`src/rtl/sram_stall_controller_if.sv`:
```
// Bundle of MEM-stage request signals and SRAM pin signals for sram_stall_controller.
// The controller uses the slave view; the pipeline top level / bench uses the master view.
interface sram_stall_controller_if;
  logic        rd_en;
  logic        wr_en;
  logic [31:0] address;
  logic [31:0] write_data;
  logic [31:0] read_data;
  logic        ready;
  logic [17:0] sram_addr;
  logic [15:0] dq_in;
  logic [15:0] dq_out;
  logic        dq_oe;
  logic        sram_we_n;
  logic        sram_oe_n;
  logic        sram_ce_n;
  logic        sram_ub_n;
  logic        sram_lb_n;

  modport slave (
    input  rd_en, wr_en, address, write_data, dq_in,
    output read_data, ready, sram_addr, dq_out, dq_oe,
    output sram_we_n, sram_oe_n, sram_ce_n, sram_ub_n, sram_lb_n
  );

  modport master (
    output rd_en, wr_en, address, write_data, dq_in,
    input  read_data, ready, sram_addr, dq_out, dq_oe,
    input  sram_we_n, sram_oe_n, sram_ce_n, sram_ub_n, sram_lb_n
  );
endinterface

```
`src/rtl/sram_stall_controller.sv`:
```
// Splits each 32-bit MEM-stage load/store into two timed 16-bit SRAM accesses,
// holding ready low (pipeline freeze) until the whole word has been transferred.
module sram_stall_controller #(
  parameter int unsigned BASE_ADDR   = 1024,
  parameter int unsigned WAIT_CYCLES = 3
) (
  input  logic                   clk,
  input  logic                   rst,
  sram_stall_controller_if.slave bus,
  output logic [1:0]             dbg_state_o
);

  typedef enum logic [1:0] {
    IDLE = 2'd0,
    LOW  = 2'd1,
    HIGH = 2'd2,
    DONE = 2'd3
  } state_e;

  localparam logic [3:0] LAST_CNT = 4'(WAIT_CYCLES - 1);

  state_e      state_q, state_d;
  logic [3:0]  count_q, count_d;
  logic [16:0] waddr_q, waddr_d;
  logic [31:0] wdata_q, wdata_d;
  logic        is_wr_q, is_wr_d;
  logic [31:0] rdata_q, rdata_d;

  logic        req;
  logic        last;
  logic [31:0] addr_off;
  logic [15:0] half_wdata;
  logic        ready;
  logic [17:0] sram_addr;
  logic [15:0] dq_out;
  logic        dq_oe;
  logic        we_n;
  logic        oe_n;

  assign req        = bus.rd_en | bus.wr_en;
  assign addr_off   = bus.address - 32'(BASE_ADDR);
  assign last       = (count_q == LAST_CNT);
  assign half_wdata = (state_q == HIGH) ? wdata_q[31:16] : wdata_q[15:0];

  // Handshake: a request is accepted in any IDLE cycle where rd_en|wr_en is high;
  // ready is high when nothing is pending or in the single DONE cycle that
  // completes the access, and low for every LOW/HIGH cycle regardless of inputs.
  always_comb begin
    state_d   = state_q;
    count_d   = count_q;
    waddr_d   = waddr_q;
    wdata_d   = wdata_q;
    is_wr_d   = is_wr_q;
    rdata_d   = rdata_q;
    ready     = 1'b0;
    sram_addr = 18'd0;
    dq_out    = 16'd0;
    dq_oe     = 1'b0;
    we_n      = 1'b1;
    oe_n      = 1'b1;
    case (state_q)
      IDLE: begin
        ready = ~req;
        if (req) begin
          count_d = 4'd0;
          waddr_d = addr_off[18:2];
          wdata_d = bus.write_data;
          is_wr_d = bus.wr_en;
          state_d = LOW;
        end
      end
      LOW, HIGH: begin
        sram_addr = {waddr_q, state_q == HIGH};
        if (is_wr_q) begin
          dq_oe  = 1'b1;
          dq_out = half_wdata;
          we_n   = 1'b0;
        end else begin
          oe_n = 1'b0;
        end
        if (last) begin
          count_d = 4'd0;
          state_d = (state_q == HIGH) ? DONE : HIGH;
          // Sample the bus on the final cycle, once the SRAM has had the full window.
          if (!is_wr_q) begin
            if (state_q == HIGH) rdata_d[31:16] = bus.dq_in;
            else                 rdata_d[15:0]  = bus.dq_in;
          end
        end else begin
          count_d = count_q + 4'd1;
        end
      end
      DONE: begin
        ready   = 1'b1;
        state_d = IDLE;
      end
      default: state_d = IDLE;
    endcase
  end

  always_ff @(posedge clk or posedge rst) begin
    if (rst) begin
      state_q <= IDLE;
      count_q <= 4'd0;
      waddr_q <= 17'd0;
      wdata_q <= 32'd0;
      is_wr_q <= 1'b0;
      rdata_q <= 32'd0;
    end else begin
      state_q <= state_d;
      count_q <= count_d;
      waddr_q <= waddr_d;
      wdata_q <= wdata_d;
      is_wr_q <= is_wr_d;
      rdata_q <= rdata_d;
    end
  end

  assign bus.ready     = ready;
  assign bus.read_data = rdata_q;
  assign bus.sram_addr = sram_addr;
  assign bus.dq_out    = dq_out;
  assign bus.dq_oe     = dq_oe;
  assign bus.sram_we_n = we_n;
  assign bus.sram_oe_n = oe_n;
  assign bus.sram_ce_n = 1'b0;
  assign bus.sram_ub_n = 1'b0;
  assign bus.sram_lb_n = 1'b0;
  assign dbg_state_o   = state_q;

endmodule
```
`src/flat_wrapper.sv`:
```
// flat-port wrapper written by rule: the top's interface ports become plain ports
module sram_stall_controller_flat 
#(
  parameter int unsigned BASE_ADDR   = 1024,
  parameter int unsigned WAIT_CYCLES = 3
)
  (clk, rst, dbg_state_o, bus_rd_en, bus_wr_en, bus_address, bus_write_data, bus_dq_in, bus_read_data, bus_ready, bus_sram_addr, bus_dq_out, bus_dq_oe, bus_sram_we_n, bus_sram_oe_n, bus_sram_ce_n, bus_sram_ub_n, bus_sram_lb_n);
  sram_stall_controller_if bus_i ();
  input  logic clk;
  input  logic rst;
  output logic [1:0] dbg_state_o;
  input wire logic [$bits(bus_i.rd_en)-1:0] bus_rd_en;
  input wire logic [$bits(bus_i.wr_en)-1:0] bus_wr_en;
  input wire logic [$bits(bus_i.address)-1:0] bus_address;
  input wire logic [$bits(bus_i.write_data)-1:0] bus_write_data;
  input wire logic [$bits(bus_i.dq_in)-1:0] bus_dq_in;
  output wire logic [$bits(bus_i.read_data)-1:0] bus_read_data;
  output wire logic [$bits(bus_i.ready)-1:0] bus_ready;
  output wire logic [$bits(bus_i.sram_addr)-1:0] bus_sram_addr;
  output wire logic [$bits(bus_i.dq_out)-1:0] bus_dq_out;
  output wire logic [$bits(bus_i.dq_oe)-1:0] bus_dq_oe;
  output wire logic [$bits(bus_i.sram_we_n)-1:0] bus_sram_we_n;
  output wire logic [$bits(bus_i.sram_oe_n)-1:0] bus_sram_oe_n;
  output wire logic [$bits(bus_i.sram_ce_n)-1:0] bus_sram_ce_n;
  output wire logic [$bits(bus_i.sram_ub_n)-1:0] bus_sram_ub_n;
  output wire logic [$bits(bus_i.sram_lb_n)-1:0] bus_sram_lb_n;
  assign bus_i.rd_en = bus_rd_en;
  assign bus_i.wr_en = bus_wr_en;
  assign bus_i.address = bus_address;
  assign bus_i.write_data = bus_write_data;
  assign bus_i.dq_in = bus_dq_in;
  assign bus_read_data = bus_i.read_data;
  assign bus_ready = bus_i.ready;
  assign bus_sram_addr = bus_i.sram_addr;
  assign bus_dq_out = bus_i.dq_out;
  assign bus_dq_oe = bus_i.dq_oe;
  assign bus_sram_we_n = bus_i.sram_we_n;
  assign bus_sram_oe_n = bus_i.sram_oe_n;
  assign bus_sram_ce_n = bus_i.sram_ce_n;
  assign bus_sram_ub_n = bus_i.sram_ub_n;
  assign bus_sram_lb_n = bus_i.sram_lb_n;
  sram_stall_controller #(.BASE_ADDR(BASE_ADDR), .WAIT_CYCLES(WAIT_CYCLES)) u_core (.clk(clk), .rst(rst), .bus(bus_i), .dbg_state_o(dbg_state_o));
endmodule
```
`config.mk`:
```
export PLATFORM = sky130hd
export DESIGN_NAME = sram_stall_controller_flat
export DESIGN_NICKNAME = d
export VERILOG_FILES = /design/src/rtl/sram_stall_controller_if.sv /design/src/rtl/sram_stall_controller.sv /design/src/flat_wrapper.sv
export SDC_FILE = /design/constraint.sdc
export NUM_CORES = 1
export LEC_CHECK = 0
export BUFFER_PORTS_ARGS = -buffer_cell sky130_fd_sc_hd__buf_2
export CAP_MARGIN = 40
export CORE_MARGIN = 2
export CORE_UTILIZATION = 52
export DETAILED_ROUTE_END_ITERATION = 8
export PLACE_DENSITY = 0.95
export REMOVE_ABC_BUFFERS = 1
export SLEW_MARGIN = 10
export SYNTH_ARGS = -nofsm -noshare
export SYNTH_HDL_FRONTEND = slang
export SYNTH_SLANG_ARGS = --single-unit
```
`constraint.sdc`:
```
create_clock -name clk -period 4.77 [get_ports clk]
set_clock_uncertainty 0.05 [all_clocks]
set_input_delay 0.2385 -clock clk [delete_from_list [all_inputs] [get_ports clk]]
set_output_delay 0.2385 -clock clk [all_outputs]
set_load 0.02 [all_outputs]
```
==> impl_summary.log <==
[metrics] antenna violations before repair: 0
[metrics] path type of the worst min-delay path: primary input to flip-flop
[metrics] setup repair after global routing missed its margin: false
[metrics] clock buffer depth: 2
[metrics] Yosys warnings: 0
[metrics] Worst Path Max Fanout: 26
[metrics] post-CTS setup-driven buffer insertion count: 0
[metrics] ys flop type: sky130_fd_sc_hd__dfrtp_1
[metrics] effective utilization at floorplan: 0.529
[metrics] Total GRT Usage: 0.220
[metrics] syn avg cell area: 10.2 µm²
[metrics] number of rows created at floorplan: 32
[metrics] setup tns final: 0 ns
[metrics] slack of the critical path: 1.65 ns
[metrics] die outline width: 92.2 µm
[metrics] total wirelength of the detailed-routed design: 9010 µm
[metrics] distinct cell type count of the synthesized netlist: 39
[metrics] worst hold margin: 0.0163 ns
[metrics] final setup vio count: 0
[metrics] nature of the critical path startpoint: flip-flop
[metrics] fraction of registers with async set or reset after synthesis: 1.00
[metrics] endpoint type of the worst setup path: output pin
[metrics] Maximum Capacitance Violations: 0
[metrics] placeable core region: 0.00765 mm²
[metrics] number of enable-type register cells in the synthesized netlist: 0
[metrics] post-synthesis instance area: 0.00404 mm²
[metrics] via density per instance: 5.08
[metrics] minimum clock period: 3.12 ns
[metrics] clock tree from TritonCTS: built
[metrics] Achievable Freq: 320 MHz
[metrics] post-CTS resize count: 0
[metrics] Die Outline Area: 0.00850 mm²
[metrics] power spent charging and discharging nets: 1.65 mW
[metrics] number of buffers inserted during clock tree synthesis: 9
[metrics] fraction of layout cells with a size suffix above 1: 0.375
[metrics] run status: finished clean
[metrics] Detail Placement HPWL: 6520 µm
[metrics] Clock Power Share: 0.143
[metrics] sequential cell area fraction in the yosys report: 0.545
[metrics] WS Path Type: flip-flop to output pin
[metrics] number of diodes added for antenna fixing: 0
[metrics] total chip power: 3.78 mW
[metrics] final weighted congestion in routability-driven placement: 0.784
[metrics] flop and latch count out of synthesis: 88
[metrics] slew at the pin closest to its max-slew limit: 0.785 ns
[metrics] power per cell area: 748 mW/mm²
[metrics] signal arrival time at the worst endpoint: 2.83 ns
[metrics] clock latency at the later pin of the worst-skew pair: 0.35 ns
[metrics] Root Driver: sky130_fd_sc_hd__clkbuf_8
[metrics] worst slack after detailed placement: 2.02 ns
[metrics] # nets final: 624
[metrics] number of hold violations in the final report: 0
[metrics] via count: 3,253
[metrics] Max transition margin: 0.476
[metrics] static leakage: 2.67 nW
[metrics] global-route congestion overflow total: 0
[metrics] Post-Route Utilization: 0.661
[metrics] CTS sink cnt: 88
[metrics] number of DRC violations after detailed-routing iteration 0: 127
[metrics] average wire per standard cell: 14.1 µm
[metrics] filler cell count: 597
[metrics] Comb power frac: 0.507
[metrics] pin count of the biggest net entering global routing: 54
[metrics] Gate Count Post-Synth: 396
[metrics] die extent in y: 92.2 µm
[metrics] required time of the worst setup path: 4.48 ns
[metrics] CTS Hold Bufs: 2
[metrics] clock slew seen by the registers of the worst setup and hold paths: 0.09 ns
[metrics] sequential power share: 0.349
[metrics] Final Max Tran Viols: 0
[metrics] Antenna Nets Post-Route: 0
[metrics] number of ports placed on the die boundary: 159
[metrics] global-route wire length before repair: 14,800 µm
[metrics] Max VDD drop: 0.309 mV
[metrics] portion of the clock cycle consumed by the worst path in the final layout: 0.654
[metrics] # DRC: 0
[metrics] net switching share of the total power: 0.437
[metrics] number of global-route vias before repair: 3,208
[metrics] layout-stage area growth over the synthesis result: 25.1%
[metrics] H-tree depth: 3
[metrics] number of search-and-repair iterations in the first detailed-routing pass: 4
[metrics] Pint: 2.13 mW
[metrics] port buffer count: 140
## power groups by stage
stage | logic (mW) | clock network (mW) | registers [mW]
2_1_floorplan | 1.13 | 0 | 1.47
3_3_place_gp | 1.83 | 0 | 1.30
3_5_place_dp | 1.93 | 0 | 1.33
4_1_cts | 1.93 | 0.556 | 1.32
5_1_grt | 2.10 | 0.590 | 1.36
6_report | 1.92 | 0.542 | 1.32
## worst max-delay path, cell delays in order (launching register included)
cell and delay (ns):
sky130_fd_sc_hd__dfrtp_1 0.42, sky130_fd_sc_hd__inv_1 0.09, sky130_fd_sc_hd__ha_1 0.78, sky130_fd_sc_hd__nand2_1 0.69, sky130_fd_sc_hd__nor2_1 0.29, sky130_fd_sc_hd__buf_2 0.20
## sequential cells by signal (all words and copies together), names as in the netlist
signal,flops
u_core.bus.read_data,32
u_core.wdata_q,32
u_core.is_wr_q,1
u_core.dbg_state_o,2
u_core.waddr_q,17
u_core.count_q,4
## path summary, 6_finish.rpt
path                                        from                  endpoint  slack [ns]  cells after the start
min reg2reg                    u_core.wdata_q[5]         u_core.wdata_q[5]        0.43                      2
min                           bus_write_data[12]        u_core.wdata_q[12]        0.02                      3
max                        u_core.dbg_state_o[1]            bus_dq_out[11]        1.65                      5
max in group asynchronous                    rst   u_core.bus.read_data[9]        3.15                      4
min in group asynchronous                    rst   u_core.bus.read_data[8]        0.42                      3
max reg2reg                u_core.dbg_state_o[0]  u_core.bus.read_data[20]        2.02                      6
## kinds of logic (layout without fill, tap and decap cells)
group / count (synthesis) / in the layout / share of synthesized area
mux: 49 / 49 / 0.140
simple gates: 194 / 194 / 0.213
xor+xnor: 1 / 1 / 0.00217
compound gates: 24 / 24 / 0.0362
fa+ha+maj: 7 / 7 / 0.0217
buf+inv: 32 / 172 / 0.0415
other cells: 1 / 3 / 0.000927
flops: 88 / 88 / 0.545
## metal layers
metal | wire length [µm] | global-route usage
met1 | 3790 | 0.265
met3 | 497 | 0.0460
met4 | 108 | 0.0771
met2 | 4610 | 0.390
met5 | 0 | 0
## placed cells by master (no fill, tap or decap), drive strengths merged, types with 5 or more instances in the layout
master / count
nand2b: 6
mux2: 32
inv: 8
o21ai: 10
nand2: 129
or4: 5
dfrtp: 88
mux2i: 17
buf: 145
a31oi: 5
clkinv: 5
clkbuf: 11
ha: 7
and2: 17
nor2: 25
## final cells by class
type | instances | area (µm²) | share of cell area
clock inverter | 5 | 65.1 | 0.0129
tap | 102 | 128 | 0.0252
multi-input combinational | 278 | 1690 | 0.335
timing repair buffer | 147 | 782 | 0.155
clock buffer | 11 | 151 | 0.0299
inverter | 9 | 35.0 | 0.00693
sequential | 88 | 2200 | 0.435
## synth_stat cells (2+ instances only)
master | instances | area share
sky130_fd_sc_hd__dfrtp_1 | 88 | 0.54
sky130_fd_sc_hd__nand2b_1 | 5 | 0.0077
sky130_fd_sc_hd__mux2_4 | 10 | 0.037
sky130_fd_sc_hd__buf_4 | 4 | 0.0074
sky130_fd_sc_hd__or3_1 | 3 | 0.0046
sky130_fd_sc_hd__buf_6 | 2 | 0.0056
sky130_fd_sc_hd__o21ai_0 | 10 | 0.012
sky130_fd_sc_hd__nor3b_1 | 2 | 0.0037
sky130_fd_sc_hd__a31oi_1 | 5 | 0.0077
sky130_fd_sc_hd__or4_1 | 4 | 0.0074
sky130_fd_sc_hd__o31ai_1 | 3 | 0.0056
sky130_fd_sc_hd__nor2_1 | 25 | 0.023
sky130_fd_sc_hd__inv_1 | 8 | 0.0074
sky130_fd_sc_hd__nand2_1 | 129 | 0.12
sky130_fd_sc_hd__and2_1 | 17 | 0.026
sky130_fd_sc_hd__ha_1 | 7 | 0.022
sky130_fd_sc_hd__mux2i_1 | 17 | 0.042
sky130_fd_sc_hd__nand3_1 | 2 | 0.0025
sky130_fd_sc_hd__mux2_2 | 22 | 0.061
sky130_fd_sc_hd__clkbuf_1 | 14 | 0.013
## per-stage QoR
stage,instances,instance area [µm²]
floorplan,375,3920
global placement,620,4780
detailed placement,622,4820
CTS,640,5060
global route,640,5060
finish,640,5060
Power figures use the tool's default switching activity.
